$ cat config.mk
export PLATFORM = sky130hd
export DESIGN_NAME = cpu_ctrl
export DESIGN_NICKNAME = d
export VERILOG_FILES = /design/src/rtl/cpu_ctrl.sv
export SDC_FILE = /design/constraint.sdc
export NUM_CORES = 1
export LEC_CHECK = 0
export BUFFER_PORTS_ARGS = -buffer_cell sky130_fd_sc_hd__buf_2
export CORE_MARGIN = 2
export CORE_UTILIZATION = 55
export DETAILED_ROUTE_END_ITERATION = 8
export GPL_ROUTABILITY_DRIVEN = 0
export GPL_TIMING_DRIVEN = 0
export HOLD_SLACK_MARGIN = 0.03
export PLACE_DENSITY = 0.79
export SKIP_CTS_REPAIR_TIMING = 1
export SLEW_MARGIN = 5
export SYNTH_ARGS = -nofsm -noshare
export SYNTH_HDL_FRONTEND = slang
export SYNTH_SLANG_ARGS = --single-unit
$ cat constraint.sdc
create_clock -name clk -period 4.5 [get_ports clk]
set_input_delay 0.9 -clock clk [delete_from_list [all_inputs] [get_ports clk]]
set_output_delay 0.9 -clock clk [all_outputs]
set_load 0.02 [all_outputs]
$ cat src/rtl/cpu_ctrl.sv
// Multi-cycle CPU control unit: fetch/decode/sequence over a req/ack memory port.
// Optional macro CPU_CTRL_BRZ_EN makes JUMP with ir[DW-4]=1 conditional on flag_zero.
//
// state  | meaning
// START  | idle, wait for run
// FETCH  | read instruction word at pc
// DECODE | one-cycle decode of ir
// OPER   | read operand word at pc (LOAD/STORE/JUMP)
// ALU    | one-cycle register write from the ALU
// MEM    | data access at operand address
// HALT   | STOP executed, only rst leaves
module cpu_ctrl #(
    parameter int DW   = 8,
    parameter int AW   = 8,
    parameter int NREG = 4,
    localparam int RW  = $clog2(NREG)
) (
    input  logic          clk,
    input  logic          rst,
    input  logic          run,
    output logic          mem_req,
    output logic          mem_we,
    output logic [AW-1:0] mem_addr,
    input  logic          mem_ack,
    input  logic [DW-1:0] mem_rdata,
    output logic [2:0]    alu_op,
    input  logic          alu_zero,
    output logic [RW-1:0] rf_sel,
    output logic          rf_we,
    output logic          wb_src,
    output logic [AW-1:0] pc,
    output logic          flag_zero,
    output logic          halted
);

    typedef enum logic [2:0] {
        S_START, S_FETCH, S_DECODE, S_OPER, S_ALU, S_MEM, S_HALT
    } state_t;

    localparam logic [2:0] OP_MATH  = 3'b000;
    localparam logic [2:0] OP_XOR   = 3'b001;
    localparam logic [2:0] OP_OR    = 3'b010;
    localparam logic [2:0] OP_AND   = 3'b011;
    localparam logic [2:0] OP_STOP  = 3'b100;
    localparam logic [2:0] OP_LOAD  = 3'b101;
    localparam logic [2:0] OP_STORE = 3'b110;
    localparam logic [2:0] OP_JUMP  = 3'b111;

    state_t        state;
    logic [DW-1:0] ir;
    logic [DW-1:0] opnd;
    logic          rf_we_alu;

    logic [2:0]    opcode;
    logic [1:0]    sub_op;
    logic [RW-1:0] rd;
    logic [AW-1:0] pc_inc;
    logic          jump_taken;
    logic          unused_bits;

    assign opcode = ir[DW-1 -: 3];
    assign sub_op = ir[DW-4 -: 2];
    assign rd     = ir[RW-1:0];
    assign pc_inc = pc + AW'(1);

`ifdef CPU_CTRL_BRZ_EN
    assign jump_taken = ~ir[DW-4] | flag_zero;
`else
    assign jump_taken = 1'b1;
`endif

    // Operand bits beyond the address and ir bits outside the decoded fields.
    assign unused_bits = ^{opnd, ir};

    // The LOAD write strobe must coincide with the data, so it follows mem_ack
    // directly; reset in the same cycle suppresses any register-file write.
    assign rf_we = ~rst & (rf_we_alu |
                   ((state == S_MEM) && (opcode == OP_LOAD) && mem_ack));

    function automatic logic [2:0] alu_code(input logic [2:0] op, input logic [1:0] sub);
        case (op)
            OP_MATH: alu_code = {1'b0, sub};
            OP_XOR:  alu_code = 3'd4;
            OP_OR:   alu_code = 3'd5;
            OP_AND:  alu_code = 3'd6;
            default: alu_code = 3'd0;
        endcase
    endfunction

    // Outputs are loaded on the transition into the state that needs them.
    always_ff @(posedge clk) begin
        if (rst) begin
            state     <= S_START;
            pc        <= '0;
            ir        <= '0;
            opnd      <= '0;
            flag_zero <= 1'b0;
            halted    <= 1'b0;
            mem_req   <= 1'b0;
            mem_we    <= 1'b0;
            mem_addr  <= '0;
            alu_op    <= '0;
            rf_sel    <= '0;
            rf_we_alu <= 1'b0;
            wb_src    <= 1'b0;
        end else begin
            case (state)
                S_START: begin
                    if (run) begin
                        state    <= S_FETCH;
                        mem_req  <= 1'b1;
                        mem_addr <= pc;
                    end
                end
                S_FETCH: begin
                    if (mem_ack) begin
                        ir      <= mem_rdata;
                        pc      <= pc_inc;
                        mem_req <= 1'b0;
                        state   <= S_DECODE;
                    end
                end
                S_DECODE: begin
                    case (opcode)
                        OP_STOP: begin
                            state  <= S_HALT;
                            halted <= 1'b1;
                        end
                        OP_LOAD, OP_STORE, OP_JUMP: begin
                            state    <= S_OPER;
                            mem_req  <= 1'b1;
                            mem_addr <= pc;
                        end
                        default: begin
                            state     <= S_ALU;
                            rf_we_alu <= 1'b1;
                            rf_sel    <= rd;
                            alu_op    <= alu_code(opcode, sub_op);
                        end
                    endcase
                end
                S_ALU: begin
                    flag_zero <= alu_zero;
                    rf_we_alu <= 1'b0;
                    rf_sel    <= '0;
                    alu_op    <= '0;
                    state     <= S_FETCH;
                    mem_req   <= 1'b1;
                    mem_addr  <= pc;
                end
                S_OPER: begin
                    if (mem_ack) begin
                        opnd <= mem_rdata;
                        if (opcode == OP_JUMP) begin
                            state <= S_FETCH;
                            if (jump_taken) begin
                                pc       <= mem_rdata[AW-1:0];
                                mem_addr <= mem_rdata[AW-1:0];
                            end else begin
                                pc       <= pc_inc;
                                mem_addr <= pc_inc;
                            end
                        end else begin
                            pc       <= pc_inc;
                            state    <= S_MEM;
                            mem_addr <= mem_rdata[AW-1:0];
                            mem_we   <= (opcode == OP_STORE);
                            rf_sel   <= rd;
                            wb_src   <= (opcode == OP_LOAD);
                        end
                    end
                end
                S_MEM: begin
                    if (mem_ack) begin
                        if (opcode == OP_LOAD) begin
                            flag_zero <= (mem_rdata == '0);
                        end
                        state    <= S_FETCH;
                        mem_we   <= 1'b0;
                        mem_addr <= pc;
                        rf_sel   <= '0;
                        wb_src   <= 1'b0;
                    end
                end
                S_HALT: begin
                    state <= S_HALT;
                end
                default: begin
                    state   <= S_START;
                    mem_req <= 1'b0;
                    mem_we  <= 1'b0;
                end
            endcase
        end
    end

endmodule

==> flow_summary.ini, run 1 <==
[drt]
wire_per_inst_um = 16.6
drc_errors = 0
wl_um = 5730
drtAntennaViolNets = 0
post_drt_via_cell_ratio = 6.15
topRoutingLayerUsed = met4
vias = 2123
routed-wl-met2_um = 2670
firstDrtPassIters = 4
wl_met1_um = 2570
drt_iter0_markers = 238
wl_met3_um = 360

[synthesis]
netlist_top_cells_count = dfxtp_1 (37), a21oi_1 (28), nor2_1 (23), nand2_1 (18), o21ai_0 (17)
synth_cells = 253
async_flop_share = 0
ys_seq_elements = 37
ys_warn_count = 0
yosys.area.top_type_share = 0.351
yosys.cell_count.top_type = dfxtp_1
yosys_most_used_dff = dfxtp_1
yosys.area.top_type = dfxtp_1
synth-edff-count = 0
netlist_area_um2 = 2110
syn_nets = 269
yosysSeqAreaShare = 0.351
syn_area_per_cell_um2 = 8.34
ys_top_cells_by_area = dfxtp_1 (35%), a21oi_1 (6.6%), mux2i_1 (4.7%)
ys_types = 56

[timing]
min_period_ns = 2.90
setup_viol = 0
rsz0062_at_grt = false
min_period_over_period = 0.645
max_freq_ghz = 0.344
fin_worst_skew_ns = 0.0118
drv_slew = 0
worst_slew_pin_slew_ns = 0.571
tns_ns = 0
hold_viol = 0
maxSlewHeadroom = 0.614

[critical_path]
critPathMaxFanout = 10
cp-start-kind = input port
rr_endpoint = rf_sel[0]
worstRegToRegCells = 7
r2r-start = state[1]
endpoint_kind = output port
path_class = in2out
worstPathRequired_ns = 3.60
cp.arrival_ns = 2.00
r2r_setup_slack_ns = 2.70

[floorplanning]
core_um2 = 3690
start_util = 0.572
die_h_um = 66.0
die_area_um2 = 4350
rows = 22
ios = 40
die_width_um = 66.0

[clock_network]
cts.sink_count = 37
cts_tree = built
cts.reportedPaths.clkPinSlew_ns = 0.08
cts_buffers = 5
clock-root-buffer = clkbuf_8
htreeDepth = 2
clk_latency_ns = 0.29
cts_buffer_depth = 2

[global_route]
grt_max_degree = 11
grt_usage = 0.287
antenna_found_initial = 0
grt-ovfl-total = 0
grt_pass1_vias = 1937
grt_pass1_wl_um = 9480

[worst_hold_path]
hp-start = halted
hold_path_class = reg2reg
whs_path_depth = 2
min_to = halted

[final_layout]
utilization = 0.662
multi_input_area_um2 = 1180
nFillCells = 346
antenna_cells = 0
drive_above_1_share = 0.229
ff_latch_area_um2 = 741
final_nets = 313
syn_to_final_growth_pct = 15.7
instances_no_fill = 345

[power]
internal-power_mw = 0.506
switchingPower_mw = 0.207
power_frac_seq = 0.493
vdd_drop_max_mv = 0.229
combPwrFrac = 0.169
clkPwrFrac = 0.338
powerDensity_nw_per_um2 = 292
power.leakage_nw = 1.02
switching_share = 0.290

[job]
cap_violations = 0

[placement]
portBuffers = 37
dp.cells = 338
dp_hpwl_um = 4130

[outcome]
outcome = finished clean
## power groups by stage
stage	clock, mW	sequential, mW	combinational [mW]
2_1_floorplan	0	0.370	0.0697
3_3_place_gp	0	0.358	0.116
3_5_place_dp	0	0.359	0.119
4_1_cts	0.238	0.352	0.119
5_1_grt	0.259	0.353	0.132
6_report	0.241	0.352	0.120
## per-layer routing
| layer | GRT usage | vias to the layer above |
|---|---|---|
| li1 | - | 1026 |
| met1 | 0.368 | 996 |
| met2 | 0.473 | 84 |
| met3 | 0.0630 | 17 |
| met4 | 0.0995 | 0 |
| met5 | 0 | - |
## final cells by class
type	count	area share
buffer	23	0.0594
clock buffer	7	0.0353
inverter	12	0.0184
multi-input combinational	181	0.483
sequential	37	0.303
tap	48	0.0246
timing repair buffer	37	0.0758
## registers in the layout, indices dropped and copies added (netlist names)
name       flops
mem_addr       8
pc             8
ir             7
alu_op         3
state          3
rf_sel         2
flag_zero      1
halted         1
mem_req        1
mem_we         1
rf_we_alu      1
wb_src         1
## metrics by stage
step / worst slack (ns) / hold slack (ns) / area, µm² / power (mW)
final: 1.60 / 0.471 / 2440 / 0.713
after global routing: 1.44 / 0.505 / 2440 / 0.745
after CTS: 1.60 / 0.477 / 2440 / 0.709
after detailed placement: 1.60 / 0.452 / 2360 / 0.477
after global placement: 1.57 / 0.447 / 2360 / 0.474
after floorplan: 1.97 / 0.448 / 2110 / 0.440
## cell families after synthesis
logic type	synth area share
AOI/OAI and AO/OA	0.262
xor gates and xnor gates	0.00830
adders and majority gates	0.0231
buffers and inverters	0.0901
DFF	0.351
muxes	0.0545
and+or+nand+nor	0.211
## layout by cell type, fill, tap and decap left out, types with 3 or more instances in the layout
cell type  Yosys  final
a21oi_1       28     28
a22oi_1        3      3
a311oi_1      11     11
a31oi_1        3      3
buf_2          8     45
buf_4          3      3
buf_6          5      5
clkbuf_1       6      7
clkbuf_8       0      6
dfxtp_1       37     37
ha_1           3      3
inv_1         12     12
mux2i_1       10     10
nand2_1       18     18
nand3_1        6      6
nand3b_1       3      3
nand4_1        4      4
nand4b_1       3      3
nor2_1        23     23
nor3_1         5      5
o21ai_0       17     17
o32ai_1        3      3
or4_1          3      3
## how the worst max path moves through the flow
stage               startpoint    end  slack [ns]  cells past startpoint
detailed placement         rst  rf_we        1.60                      4
global route               rst  rf_we        1.44                      4
CTS                        rst  rf_we        1.60                      4
finish                     rst  rf_we        1.60                      4
floorplan              mem_ack  rf_we        1.97                      5
global placement           rst  rf_we        1.57                      4
## worst max-delay path, stage by stage
cell,delay (ns)
clkbuf_1,0.39
buf_1,0.44
nor2_1,0.09
buf_2,0.17
(Power assumes the default switching activity.)
==> run 2, diff against run 1 <==
CORE_UTILIZATION = 50   (was 55)
PLACE_DENSITY = 0.76   (was 0.79)
clock period = 2.42 ns   (was 4.5 ns; I/O delays follow)
==> flow_summary.ini, run 2 (synthesized netlist as in run 1, its figures left out) <==
[outcome]
outcome = finished clean

[power]
vdd_drop_max_mv = 0.356
power_frac_seq = 0.454
internal-power_mw = 1.05
clkPwrFrac = 0.392
combPwrFrac = 0.154
power.leakage_nw = 1.03
switching_share = 0.270
switchingPower_mw = 0.390
powerDensity_nw_per_um2 = 582

[drt]
drt_iter0_markers = 134
vias = 2141
wire_per_inst_um = 16.7
drtAntennaViolNets = 0
wl_um = 5800
drc_errors = 0
firstDrtPassIters = 6
post_drt_via_cell_ratio = 6.15

[placement]
dp_hpwl_um = 4090
dp.cells = 340
portBuffers = 37

[floorplanning]
die_area_um2 = 4760
core_um2 = 4030
rows = 23
die_h_um = 69.0
ios = 40
die_width_um = 69.0
start_util = 0.524

[critical_path]
cp.arrival_ns = 1.60
cp-start-kind = register
critPathMaxFanout = 10
worstPathRequired_ns = 1.94
endpoint_kind = output port
path_class = reg2out

[timing]
fin_worst_skew_ns = 0.0101
setup_viol = 0
hold_viol = 0
maxSlewHeadroom = 0.578
drv_slew = 0
worst_slew_pin_slew_ns = 0.630
rsz0062_at_grt = false
min_period_ns = 2.09
max_freq_ghz = 0.479
tns_ns = 0
min_period_over_period = 0.862

[final_layout]
final_nets = 313
syn_to_final_growth_pct = 17.2
drive_above_1_share = 0.232
antenna_cells = 0
reg_top3 = mem_addr x8, pc x8, ir x7
instances_no_fill = 348
nFillCells = 383
final_common_cell = buf_2
layout_common_cells = buf_2 (45), dfxtp_1 (37), a21oi_1 (28)

[clock_network]
htreeDepth = 2
cts.reportedPaths.clkPinSlew_ns = 0.07
cts_tree = built
clk_latency_ns = 0.30
cts.sink_count = 37
cts_buffers = 5
cts_buffer_depth = 2
clock-root-buffer = clkbuf_8

[global_route]
grt_max_degree = 12
grt_pass1_wl_um = 9380
grt_pass1_vias = 1938
grt-ovfl-total = 0
antenna_found_initial = 0
grt_usage = 0.267

[worst_hold_path]
hold_path_class = in2reg

[job]
cap_violations = 0
## run 2: worst max-delay path, cell delays in order, from the launching register on
cell and delay, ns:
dfxtp_1 0.35, buf_4 0.19, buf_4 0.18, nand3b_1 0.16, nor2_1 0.14, nor2_1 0.05, nor2_1 0.07, buf_2 0.17
## run 2: cell type report
class / count / area, µm² / share of cell area
timing repair buffer: 37 / 185 / 0.0748
inverter: 12 / 45.0 / 0.0182
tap: 50 / 62.6 / 0.0253
clock inverter: 1 / 30.0 / 0.0121
multi-input combinational: 181 / 1180 / 0.477
clock buffer: 7 / 86.3 / 0.0349
sequential: 37 / 741 / 0.299
buffer: 23 / 145 / 0.0586
## run 2: per-stage QoR
step | instance area [µm²] | hold slack (ns) | util | total power [mW] | setup slack [ns]
6_report | 2470 | 0.473 | 0.614 | 1.44 | 0.334
5_1_grt | 2470 | 0.488 | 0.614 | 1.49 | 0.206
4_1_cts | 2470 | 0.466 | 0.614 | 1.44 | 0.344
3_5_place_dp | 2360 | 0.460 | 0.585 | 0.887 | 0.342
3_3_place_gp | 2360 | 0.446 | 0.585 | 0.883 | 0.349
2_1_floorplan | 2110 | 0.448 | - | 0.818 | 0.720
## run 2: power by group through the flow
| stage | combinational [mW] | sequential, mW | clock (mW) |
|---|---|---|---|
| 2_1_floorplan | 0.130 | 0.688 | 0 |
| 3_3_place_gp | 0.216 | 0.667 | 0 |
| 3_5_place_dp | 0.219 | 0.668 | 0 |
| 4_1_cts | 0.221 | 0.654 | 0.568 |
| 5_1_grt | 0.246 | 0.658 | 0.590 |
| 6_report | 0.222 | 0.654 | 0.564 |
## run 2: layer usage
| layer | share of wire | vias to the layer above | global-route usage |
|---|---|---|---|
| met3 | 0.075 | 9 | 0.0519 |
| li1 | - | 1028 | - |
| met2 | 0.46 | 99 | 0.431 |
| met1 | 0.45 | 1005 | 0.347 |
| met5 | 0 | - | 0 |
| met4 | 0.013 | 0 | 0.110 |
## run 2: worst paths after layout
kind	from	endpoint	slack, ns	cells past startpoint
worst max-delay path	state[2]	rf_we	0.33	7
worst min-delay path	mem_rdata[5]	ir[5]	0.47	3
worst max register to register	state[1]	pc[7]	0.60	5
worst min register to register	rf_sel[0]	rf_sel[0]	0.48	2
==> run 3, diff against run 2 <==
ABC_AREA = 1   (was default)
==> flow_summary.ini, run 3 <==
[timing]
min_period_over_period = 0.910
max_freq_ghz = 0.454
hold_viol = 0
drv_slew = 0
worst_slew_pin_slew_ns = 0.562
maxSlewHeadroom = 0.625
rsz0062_at_grt = false
fin_worst_skew_ns = 0.00528
tns_ns = 0
setup_viol = 0
min_period_ns = 2.20

[clock_network]
cts_tree = built
htreeDepth = 2
clock-root-buffer = clkbuf_8
cts_buffer_depth = 2
cts_buffers = 5
cts.sink_count = 37
clk_latency_ns = 0.29
cts.reportedPaths.clkPinSlew_ns = 0.08

[synthesis]
yosysSeqAreaShare = 0.348
synth_cells = 340
yosys.area.top_type_share = 0.348
ys_seq_elements = 37
ys_types = 32
netlist_top_cells_count = nand2_1 (82), nor2_1 (52), inv_1 (43), dfxtp_1 (37), nand3_1 (30)
async_flop_share = 0
syn_area_per_cell_um2 = 6.25
yosys.cell_count.top_type = nand2_1
ys_warn_count = 0
yosys.area.top_type = dfxtp_1
netlist_area_um2 = 2130
synth-edff-count = 0
syn_nets = 356
yosys_most_used_dff = dfxtp_1
ys_top_cells_by_area = dfxtp_1 (35%), nand2_1 (14%), nor2_1 (9.2%)

[final_layout]
nFillCells = 389
final_nets = 402
reg_top3 = mem_addr x8, pc x8, ir x7
antenna_cells = 0
multi_input_area_um2 = 1150
syn_to_final_growth_pct = 18.4
drive_above_1_share = 0.173
final_common_cell = nand2_1
layout_common_cells = nand2_1 (82), nor2_1 (52), inv_1 (43)
ff_latch_area_um2 = 741

[critical_path]
cp.arrival_ns = 1.72
crit_chain = buf_4 -> inv_2 -> nand3_1 -> nor2_1 -> nand2_1 -> a21oi_1 -> buf_2
endpoint_kind = output port
critPathMaxStageDelay_ns = 0.32
cp-start-kind = register
critPathMaxFanout = 9
path_class = reg2out
cp_slowest_cell = dfxtp_1
worstPathRequired_ns = 1.94

[floorplanning]
die_h_um = 69.2
die_width_um = 69.2
ios = 40
rows = 23
start_util = 0.524
die_area_um2 = 4790
core_um2 = 4060

[drt]
firstDrtPassIters = 5
post_drt_via_cell_ratio = 5.24
drtAntennaViolNets = 0
drc_errors = 0
vias = 2288
wl_um = 5400
drt_iter0_markers = 223
wire_per_inst_um = 12.4

[worst_hold_path]
hold_path_class = in2reg

[placement]
dp_hpwl_um = 3970
portBuffers = 39

[job]
cap_violations = 0

[power]
internal-power_mw = 1.59
power_frac_seq = 0.319
clkPwrFrac = 0.237
vdd_drop_max_mv = 0.449
combPwrFrac = 0.444
switching_share = 0.416
p_total_mw = 2.72
powerDensity_nw_per_um2 = 1080
switchingPower_mw = 1.13
power.leakage_nw = 1.21

[global_route]
grt_usage = 0.234
grt-ovfl-total = 0
grt_pass1_wl_um = 9070
antenna_found_initial = 0
grt_pass1_vias = 2013
grt_max_degree = 13

[outcome]
outcome = finished clean
[run 3: changes by cell type after synthesis, sizes merged, moves of 12 or more]
cell	before	now
inv	12	47
nand2	18	84
nand3	6	33
nor2	23	56
o21ai	17	29
[run 3: path summary, 6_finish.rpt]
check,depth (start not counted),end,from,slack [ns]
worst min-delay path,2,rf_we_alu,rst,0.43
worst max register to register,8,mem_addr[1],state[1],0.85
worst max-delay path,7,rf_we,state[1],0.22
worst min register to register,2,ir[3],ir[3],0.45
[run 3: cell type report]
cell class / count / area share
multi-input cells: 246 / 0.459
flip-flops and latches: 37 / 0.294
repair buffers: 39 / 0.0775
inverters: 48 / 0.0726
clock buffers: 5 / 0.0273
clock inverters: 3 / 0.0258
well taps: 50 / 0.0249
plain buffers: 9 / 0.0189
[run 3: kinds of logic after synthesis]
group                      Yosys count  synth area share
and+or+nand+nor                    182             0.370
AOI/OAI and AO/OA                   60             0.151
buffers and inverters               57             0.108
DFF                                 37             0.348
adders and majority gates            3            0.0177
xor gates and xnor gates             1           0.00412
[run 3: per-layer routing]
metal | routed length (µm) | global-route usage | up-vias
met5 | 0 | 0 | -
li1 | - | - | 1181
met4 | 78 | 0.0763 | 0
met2 | 2460 | 0.371 | 80
met3 | 350 | 0.0465 | 8
met1 | 2520 | 0.320 | 1019
[run 3: metrics by stage]
stage,util,cells,setup slack (ns),area [µm²],hold slack [ns]
after floorplan,-,340,0.707,2130,0.424
after global placement,0.587,429,0.628,2380,0.437
after detailed placement,0.587,429,0.606,2380,0.444
after CTS,0.620,437,0.229,2520,0.420
after global routing,0.620,437,0.115,2520,0.427
final,0.620,437,0.218,2520,0.430
[run 3: worst max-delay path: cells and delay by family (launching register included)]
| family | cells | cell delay (ns) |
|---|---|---|
| and+or+nand+nor | 3 | 0.53 |
| AOI/OAI and AO/OA | 1 | 0.12 |
| buffers and inverters | 3 | 0.45 |
| DFF | 1 | 0.32 |
[run 3: power groups by stage]
stage | Clock (mW) | Sequential, mW | Combinational, mW
floorplan | 0 | 1.01 | 0.782
global placement | 0 | 0.877 | 1.19
detailed placement | 0 | 0.881 | 1.20
CTS | 0.656 | 0.868 | 1.21
global route | 0.676 | 0.889 | 1.38
finish | 0.644 | 0.868 | 1.21
